===== src/rtl/phase_actuator_if.sv =====
// AXI-Stream bundle for phase_actuator: frequency and phase-offset sinks plus the phase source.
// The slave modport is the actuator's view; master is the upstream controller / downstream consumer.
interface phase_actuator_if #(
  parameter int AXIS_TDATA_WIDTH = 32
);
  logic [AXIS_TDATA_WIDTH-1:0] S_AXIS_FREQ_tdata;
  logic                        S_AXIS_FREQ_tvalid;
  logic                        S_AXIS_FREQ_tready;
  logic [AXIS_TDATA_WIDTH-1:0] S_AXIS_PHASE_tdata;
  logic                        S_AXIS_PHASE_tvalid;
  logic                        S_AXIS_PHASE_tready;
  logic [AXIS_TDATA_WIDTH-1:0] M_AXIS_PHASE_tdata;
  logic                        M_AXIS_PHASE_tvalid;

  modport slave (
    input  S_AXIS_FREQ_tdata, S_AXIS_FREQ_tvalid,
    output S_AXIS_FREQ_tready,
    input  S_AXIS_PHASE_tdata, S_AXIS_PHASE_tvalid,
    output S_AXIS_PHASE_tready,
    output M_AXIS_PHASE_tdata, M_AXIS_PHASE_tvalid
  );

  modport master (
    output S_AXIS_FREQ_tdata, S_AXIS_FREQ_tvalid,
    input  S_AXIS_FREQ_tready,
    output S_AXIS_PHASE_tdata, S_AXIS_PHASE_tvalid,
    input  S_AXIS_PHASE_tready,
    input  M_AXIS_PHASE_tdata, M_AXIS_PHASE_tvalid
  );
endinterface


===== src/rtl/phase_actuator.sv =====
// Phase-ramp synthesiser: slews frequency toward a commanded target, accumulates phase, adds offset.
// Define PHASE_DITHER_EN to add LFSR dither below the truncation point.
module phase_actuator #(
  parameter int                     AXIS_TDATA_WIDTH = 32,
  parameter int                     ACCUM_WIDTH      = 32,
  parameter int                     PHASE_BITS       = 16,
  parameter logic [ACCUM_WIDTH-1:0] GUESS            = 'h10000000,
  parameter logic [ACCUM_WIDTH-1:0] RAMP_STEP        = 'h00100000,
  parameter logic [31:0]            SEED             = 32'd36421
) (
  input  logic            clk,
  input  logic            rst,
  input  logic            en,
  phase_actuator_if.slave axis,
  output logic            ramp_active
);

  localparam int DW = ACCUM_WIDTH - PHASE_BITS;

  // A zero seed would lock the dither LFSR.
  if (SEED == '0) begin : g_bad_seed
    $error("phase_actuator: SEED must be nonzero");
  end

  typedef enum logic {IDLE, RAMP} state_t;

  state_t                 state, state_d;
  logic                   started;
  logic [ACCUM_WIDTH-1:0] acc, freq, freq_d, target, target_d, offset;
  logic [ACCUM_WIDTH-1:0] diff, diff_mag, dither, phase_sum;
  logic [PHASE_BITS-1:0]  phase_q;
  logic                   freq_hs, phase_hs;

  assign axis.S_AXIS_FREQ_tready  = started && (state == IDLE);
  assign axis.S_AXIS_PHASE_tready = started;
  assign axis.M_AXIS_PHASE_tvalid = started;
  assign axis.M_AXIS_PHASE_tdata  = AXIS_TDATA_WIDTH'(phase_q);
  assign ramp_active              = (state == RAMP);

  assign freq_hs  = axis.S_AXIS_FREQ_tvalid  && started && (state == IDLE);
  assign phase_hs = axis.S_AXIS_PHASE_tvalid && started;

`ifdef PHASE_DITHER_EN
  logic [31:0] lfsr;

  always_ff @(posedge clk or posedge rst) begin
    if (rst) lfsr <= SEED;
    else     lfsr <= {1'b0, lfsr[31:1]} ^ (lfsr[0] ? 32'h8020_0003 : 32'h0);
  end

  assign dither = ACCUM_WIDTH'(lfsr[DW-1:0]);
`else
  assign dither = '0;
`endif

  assign phase_sum = acc + offset + dither;

  // Magnitude is taken as unsigned so the most-negative difference stays larger than any step.
  always_comb begin
    state_d  = state;
    freq_d   = freq;
    target_d = target;
    diff     = target - freq;
    diff_mag = diff[ACCUM_WIDTH-1] ? (~diff + 1'b1) : diff;
    unique case (state)
      IDLE: begin
        if (freq_hs) begin
          target_d = ACCUM_WIDTH'(axis.S_AXIS_FREQ_tdata);
          state_d  = RAMP;
        end
      end
      RAMP: begin
        if (en) begin
          if (diff_mag <= RAMP_STEP) begin
            freq_d  = target;
            state_d = IDLE;
          end else if (diff[ACCUM_WIDTH-1]) begin
            freq_d = freq - RAMP_STEP;
          end else begin
            freq_d = freq + RAMP_STEP;
          end
        end
      end
      default: state_d = IDLE;
    endcase
  end

  always_ff @(posedge clk or posedge rst) begin
    if (rst) begin
      state   <= IDLE;
      started <= 1'b0;
      acc     <= '0;
      freq    <= GUESS;
      target  <= '0;
      offset  <= '0;
      phase_q <= '0;
    end else begin
      state   <= state_d;
      started <= 1'b1;
      freq    <= freq_d;
      target  <= target_d;
      phase_q <= PHASE_BITS'(phase_sum >> DW);
      if (en)       acc    <= acc + freq;
      if (phase_hs) offset <= ACCUM_WIDTH'(axis.S_AXIS_PHASE_tdata);
    end
  end

endmodule

===== src/flat_wrapper.sv =====
// flat-port wrapper written by rule: the top's interface ports become plain ports
module phase_actuator_flat 
#(
  parameter int                     AXIS_TDATA_WIDTH = 32,
  parameter int                     ACCUM_WIDTH      = 32,
  parameter int                     PHASE_BITS       = 16,
  parameter logic [ACCUM_WIDTH-1:0] GUESS            = 'h10000000,
  parameter logic [ACCUM_WIDTH-1:0] RAMP_STEP        = 'h00100000,
  parameter logic [31:0]            SEED             = 32'd36421
)
  (clk, rst, en, ramp_active, axis_S_AXIS_FREQ_tdata, axis_S_AXIS_FREQ_tvalid, axis_S_AXIS_FREQ_tready, axis_S_AXIS_PHASE_tdata, axis_S_AXIS_PHASE_tvalid, axis_S_AXIS_PHASE_tready, axis_M_AXIS_PHASE_tdata, axis_M_AXIS_PHASE_tvalid);
  phase_actuator_if #(.AXIS_TDATA_WIDTH(AXIS_TDATA_WIDTH)) axis_i ();
  input  logic clk;
  input  logic rst;
  input  logic en;
  output logic ramp_active;
  input wire logic [$bits(axis_i.S_AXIS_FREQ_tdata)-1:0] axis_S_AXIS_FREQ_tdata;
  input wire logic [$bits(axis_i.S_AXIS_FREQ_tvalid)-1:0] axis_S_AXIS_FREQ_tvalid;
  output wire logic [$bits(axis_i.S_AXIS_FREQ_tready)-1:0] axis_S_AXIS_FREQ_tready;
  input wire logic [$bits(axis_i.S_AXIS_PHASE_tdata)-1:0] axis_S_AXIS_PHASE_tdata;
  input wire logic [$bits(axis_i.S_AXIS_PHASE_tvalid)-1:0] axis_S_AXIS_PHASE_tvalid;
  output wire logic [$bits(axis_i.S_AXIS_PHASE_tready)-1:0] axis_S_AXIS_PHASE_tready;
  output wire logic [$bits(axis_i.M_AXIS_PHASE_tdata)-1:0] axis_M_AXIS_PHASE_tdata;
  output wire logic [$bits(axis_i.M_AXIS_PHASE_tvalid)-1:0] axis_M_AXIS_PHASE_tvalid;
  assign axis_i.S_AXIS_FREQ_tdata = axis_S_AXIS_FREQ_tdata;
  assign axis_i.S_AXIS_FREQ_tvalid = axis_S_AXIS_FREQ_tvalid;
  assign axis_S_AXIS_FREQ_tready = axis_i.S_AXIS_FREQ_tready;
  assign axis_i.S_AXIS_PHASE_tdata = axis_S_AXIS_PHASE_tdata;
  assign axis_i.S_AXIS_PHASE_tvalid = axis_S_AXIS_PHASE_tvalid;
  assign axis_S_AXIS_PHASE_tready = axis_i.S_AXIS_PHASE_tready;
  assign axis_M_AXIS_PHASE_tdata = axis_i.M_AXIS_PHASE_tdata;
  assign axis_M_AXIS_PHASE_tvalid = axis_i.M_AXIS_PHASE_tvalid;
  phase_actuator #(.AXIS_TDATA_WIDTH(AXIS_TDATA_WIDTH), .ACCUM_WIDTH(ACCUM_WIDTH), .PHASE_BITS(PHASE_BITS), .GUESS(GUESS), .RAMP_STEP(RAMP_STEP), .SEED(SEED)) u_core (.clk(clk), .rst(rst), .en(en), .axis(axis_i), .ramp_active(ramp_active));
endmodule

===== config.mk =====
export PLATFORM = sky130hd
export DESIGN_NAME = phase_actuator_flat
export DESIGN_NICKNAME = d
export VERILOG_FILES = /design/src/rtl/phase_actuator_if.sv /design/src/rtl/phase_actuator.sv /design/src/flat_wrapper.sv
export SDC_FILE = /design/constraint.sdc
export NUM_CORES = 1
export LEC_CHECK = 0
export ABC_AREA = 1
export CORE_AREA = 2 2 195 197
export DETAILED_ROUTE_END_ITERATION = 16
export DIE_AREA = 0 0 197 199
export GPL_TIMING_DRIVEN = 0
export MAX_ROUTING_LAYER = met4
export PLACE_DENSITY = 0.56
export SYNTH_ARGS = -nofsm -noshare
export SYNTH_HDL_FRONTEND = slang
export SYNTH_SLANG_ARGS = --single-unit

===== constraint.sdc =====
create_clock -name clk -period 8.4 [get_ports clk]
set_input_delay 0.84 -clock clk [delete_from_list [all_inputs] [get_ports clk]]
set_output_delay 0.84 -clock clk [all_outputs]
set_load 0.05 [all_outputs]

==> reports/results.ini <==
[outcome]
outcome=finished clean

[logic_synthesis]
synthesis.area_sq_um=12790
netlist_instances=1901
synthTopCellsByArea=sky130_fd_sc_hd__dfrtp_1 (28%), sky130_fd_sc_hd__nand2_1 (16%), sky130_fd_sc_hd__ha_1 (10%), sky130_fd_sc_hd__inv_1 (8.2%), sky130_fd_sc_hd__nor2_1 (5.4%)
postSynth.topFlopCell=sky130_fd_sc_hd__dfrtp_1
synth_xor_xnor_area_share=0.03219
largest_family_of_logic_cells_by_synthesized_area=simple AND/OR/NAND/NOR gates
ys_seq_area_frac=0.2858
synth.most_common_cell=sky130_fd_sc_hd__nand2_1
ffs_w_async_s_r_synth=1.000
synthesis.yosys.warnings=0
synthMuxAreaShare=0.02818
compound_cell_area_share_of_the_yosys_netlist=0.1139
yosysTopAreaCell=sky130_fd_sc_hd__dfrtp_1
post_synthesis_simple_gate_area_fraction=0.3261
synth_area_per_cell_sq_um=6.727
postSynthRegisterBits=146
synth_fa_ha_area_frac=0.1055
synth_enable_flop_cells=0
share_of_yosys_cell_area_claimed_by_the_top_area_cell_type=0.2838
synth_top_cells_by_count=sky130_fd_sc_hd__nand2_1 (560), sky130_fd_sc_hd__inv_1 (280), sky130_fd_sc_hd__nor2_1 (183)
synth.lib_cells_used.distinct=48

[placement]
portBuffers=87
gp_routability_congestion=0.8846
dp_hpwl_mm=30.17

[cts]
postCtsHoldBufs=0
tritoncts.num_buffers=17
clock_transition_at_the_registers_of_the_reported_paths_ps=70
root_buffer=sky130_fd_sc_hd__clkbuf_16
cts_repair_resize_count=0
total_setup_buffers_inserted_after_cts=0
cts_max_level=4
clock-sinks=146
tritoncts=yes
worstSkewPairLatency_ps=430
cts_buffer_depth=2

[global_routing]
grt_pass1_vias=12020
groute.usage.overall=0.1976
antenna_found_initial=0
grt_pass1_wl_mm=59.84
overflow=0
grt_max_degree=78

[routing]
route.final.wire_length_mm=36.33
number_of_drc_violations_after_detailed_routing=0
top_layer=met4
met2_wirelength_mm=18.01
detail_route.first_pass.iterations=5
num_vias=12100
vias_per_cell=4.820
initialDrtViolationCount=604
route.antenna.remaining_nets=0
detailroute.wirelength.met3_um=693
met1Wirelength_mm=16.71
drt-wirelength-per-cell_um=14.48

[worst_setup_path]
worst_reg2reg_path_endpoint=u_core.freq[31]
timing.rr.start=u_core.freq[20]
setup.worst_path.end_class=register
crit_top_cell=sky130_fd_sc_hd__nand2_1
cp_slowest_cell=sky130_fd_sc_hd__dfrtp_1
worst_path_required_time_ps=8720
critPathKind=reg2reg
crit_path_max_fanout=20
reg2reg_depth=27
max_stage_delay_ps=480
cp-start-kind=register
timing.reg2reg.setup_slack_ps=3640
cp.arrival_ps=5080

[timing]
clock_skew_ps=8.412
period_share=0.5661
worst_slew_margin_relative_to_its_limit=0.5350
fin_tns_setup_ps=0
finalSetupViolCount=0
timing_worst_slew_pin_value_ps=697.5
report.final.slew_viol_count=0
final_hold_viol_count=0
fin_crit_ps=4755
setup_repair_after_global_routing_missed_its_margin=false
fmaxAchievable_ghz=0.2103

[die]
initial_utilization=0.3444
core_area_sq_um=37130
ioPinCount=105
die_area_sq_um=39200
die_w_um=197
number_of_rows_in_the_core_area=71
die_height_um=199

[cells_and_area]
layout_cell_share_with_drive_strength_beyond_1=0.09381
multi_input_area_sq_um=7811
layout.nets=2198
fillCellCount=3901
seq_area_sq_um=3655
syn_to_final_growth_pct=16.40
antenna-diode-count=0

[min_path]
timing.hold.worst.start=u_core.offset[3]
timing.hold.worst_endpoint=u_core.offset[3]
min_path_type=reg2reg
hold_depth=1

[job]
drv_cap=0

==> layer usage <==
| metal | track usage | up-vias |
|---|---|---|
| li1 | - | 6309 |
| met1 | 0.2363 | 5556 |
| met2 | 0.3498 | 181 |
| met3 | 0.01679 | 52 |
| met4 | 0.06878 | 0 |
| met5 | - | - |
==> worst max path at each step <==
stage,from,endpoint,slack (ps),cells past startpoint
CTS,u_core.freq[20],u_core.freq[31],3580,27
global route,u_core.freq[21],u_core.freq[31],3120,27
finish,u_core.freq[20],u_core.freq[31],3640,27
global placement,rst,u_core.target[30],1350,2
detailed placement,u_core.freq[20],u_core.freq[31],3610,27
floorplan,rst,u_core.acc[0],3640,1
==> logic make-up after synthesis <==
logic type               Yosys count
AO/OA/AOI/OAI                    254
XOR/XNOR                          47
adder cells (fa/ha/maj)          106
buffers and inverters            334
flip-flops                       146
multiplexers                      32
other                              2
AND/OR/NAND/NOR                  980
==> registers in the layout (all words and copies together) (netlist names) <==
name                             count
u_core.offset                       32
u_core.phase_q                      16
u_core.freq                         32
u_core.target                       32
u_core.axis.M_AXIS_PHASE_tvalid      1
u_core.acc                          32
u_core.ramp_active                   1
==> worst max-delay path, delay by kind of cell, from the launching register on <==
family / cells / cell delay (ps)
AOI/OAI and AO/OA: 5 / 880
xor gates and xnor gates: 1 / 170
adders and majority gates: 2 / 770
buffers and inverters: 3 / 630
DFF: 1 / 480
and+or+nand+nor: 16 / 1720
==> cells in the final DEF (no fill, tap or decap), types with 5 or more instances in the layout <==
master,count
sky130_fd_sc_hd__buf_4,20
sky130_fd_sc_hd__dfrtp_1,145
sky130_fd_sc_hd__conb_1,17
sky130_fd_sc_hd__clkbuf_16,17
sky130_fd_sc_hd__nand4_1,19
sky130_fd_sc_hd__xnor2_1,14
sky130_fd_sc_hd__nor2_1,183
sky130_fd_sc_hd__clkbuf_1,15
sky130_fd_sc_hd__o21ai_0,48
sky130_fd_sc_hd__o21a_1,5
sky130_fd_sc_hd__nor2_2,11
sky130_fd_sc_hd__clkdlybuf4s50_1,87
sky130_fd_sc_hd__ha_1,103
sky130_fd_sc_hd__inv_2,6
sky130_fd_sc_hd__nand3_1,134
sky130_fd_sc_hd__mux2_2,32
sky130_fd_sc_hd__nand3_2,8
sky130_fd_sc_hd__nand2_2,27
sky130_fd_sc_hd__o21ai_2,20
sky130_fd_sc_hd__or2_2,14
sky130_fd_sc_hd__xor2_1,33
sky130_fd_sc_hd__nor3_1,9
sky130_fd_sc_hd__o21bai_1,7
sky130_fd_sc_hd__nand2_1,560
sky130_fd_sc_hd__inv_1,279
sky130_fd_sc_hd__a21oi_1,131
sky130_fd_sc_hd__buf_6,6
sky130_fd_sc_hd__inv_6,10
sky130_fd_sc_hd__a31oi_1,19
==> stage by stage <==
stage          instance area (sq um)  instances    util  hold WS, ps  setup slack (ps)
2_1_floorplan                  12840       1916       -        467.4              3639
3_3_place_gp                   14310       2477  0.3853        497.6              1354
3_5_place_dp                   14340       2478  0.3862        500.3              3606
4_1_cts                        14880       2510  0.4008        511.6              3581
5_1_grt                        14880       2510  0.4008        533.0              3124
6_report                       14880       2510  0.4008        515.2              3645
==> cell type report <==
type,count,area share
multi-input cells,1436,0.5248
flip-flops and latches,146,0.2455
inverters,287,0.07271
repair buffers,88,0.06036
well taps,474,0.03985
clock buffers,17,0.02858
plain buffers,47,0.02017
clock inverters,15,0.007986
Power is left out: the tool's default activity adds up to more than one toggle a clock period on the data nets, which glitch-free logic cannot reach.
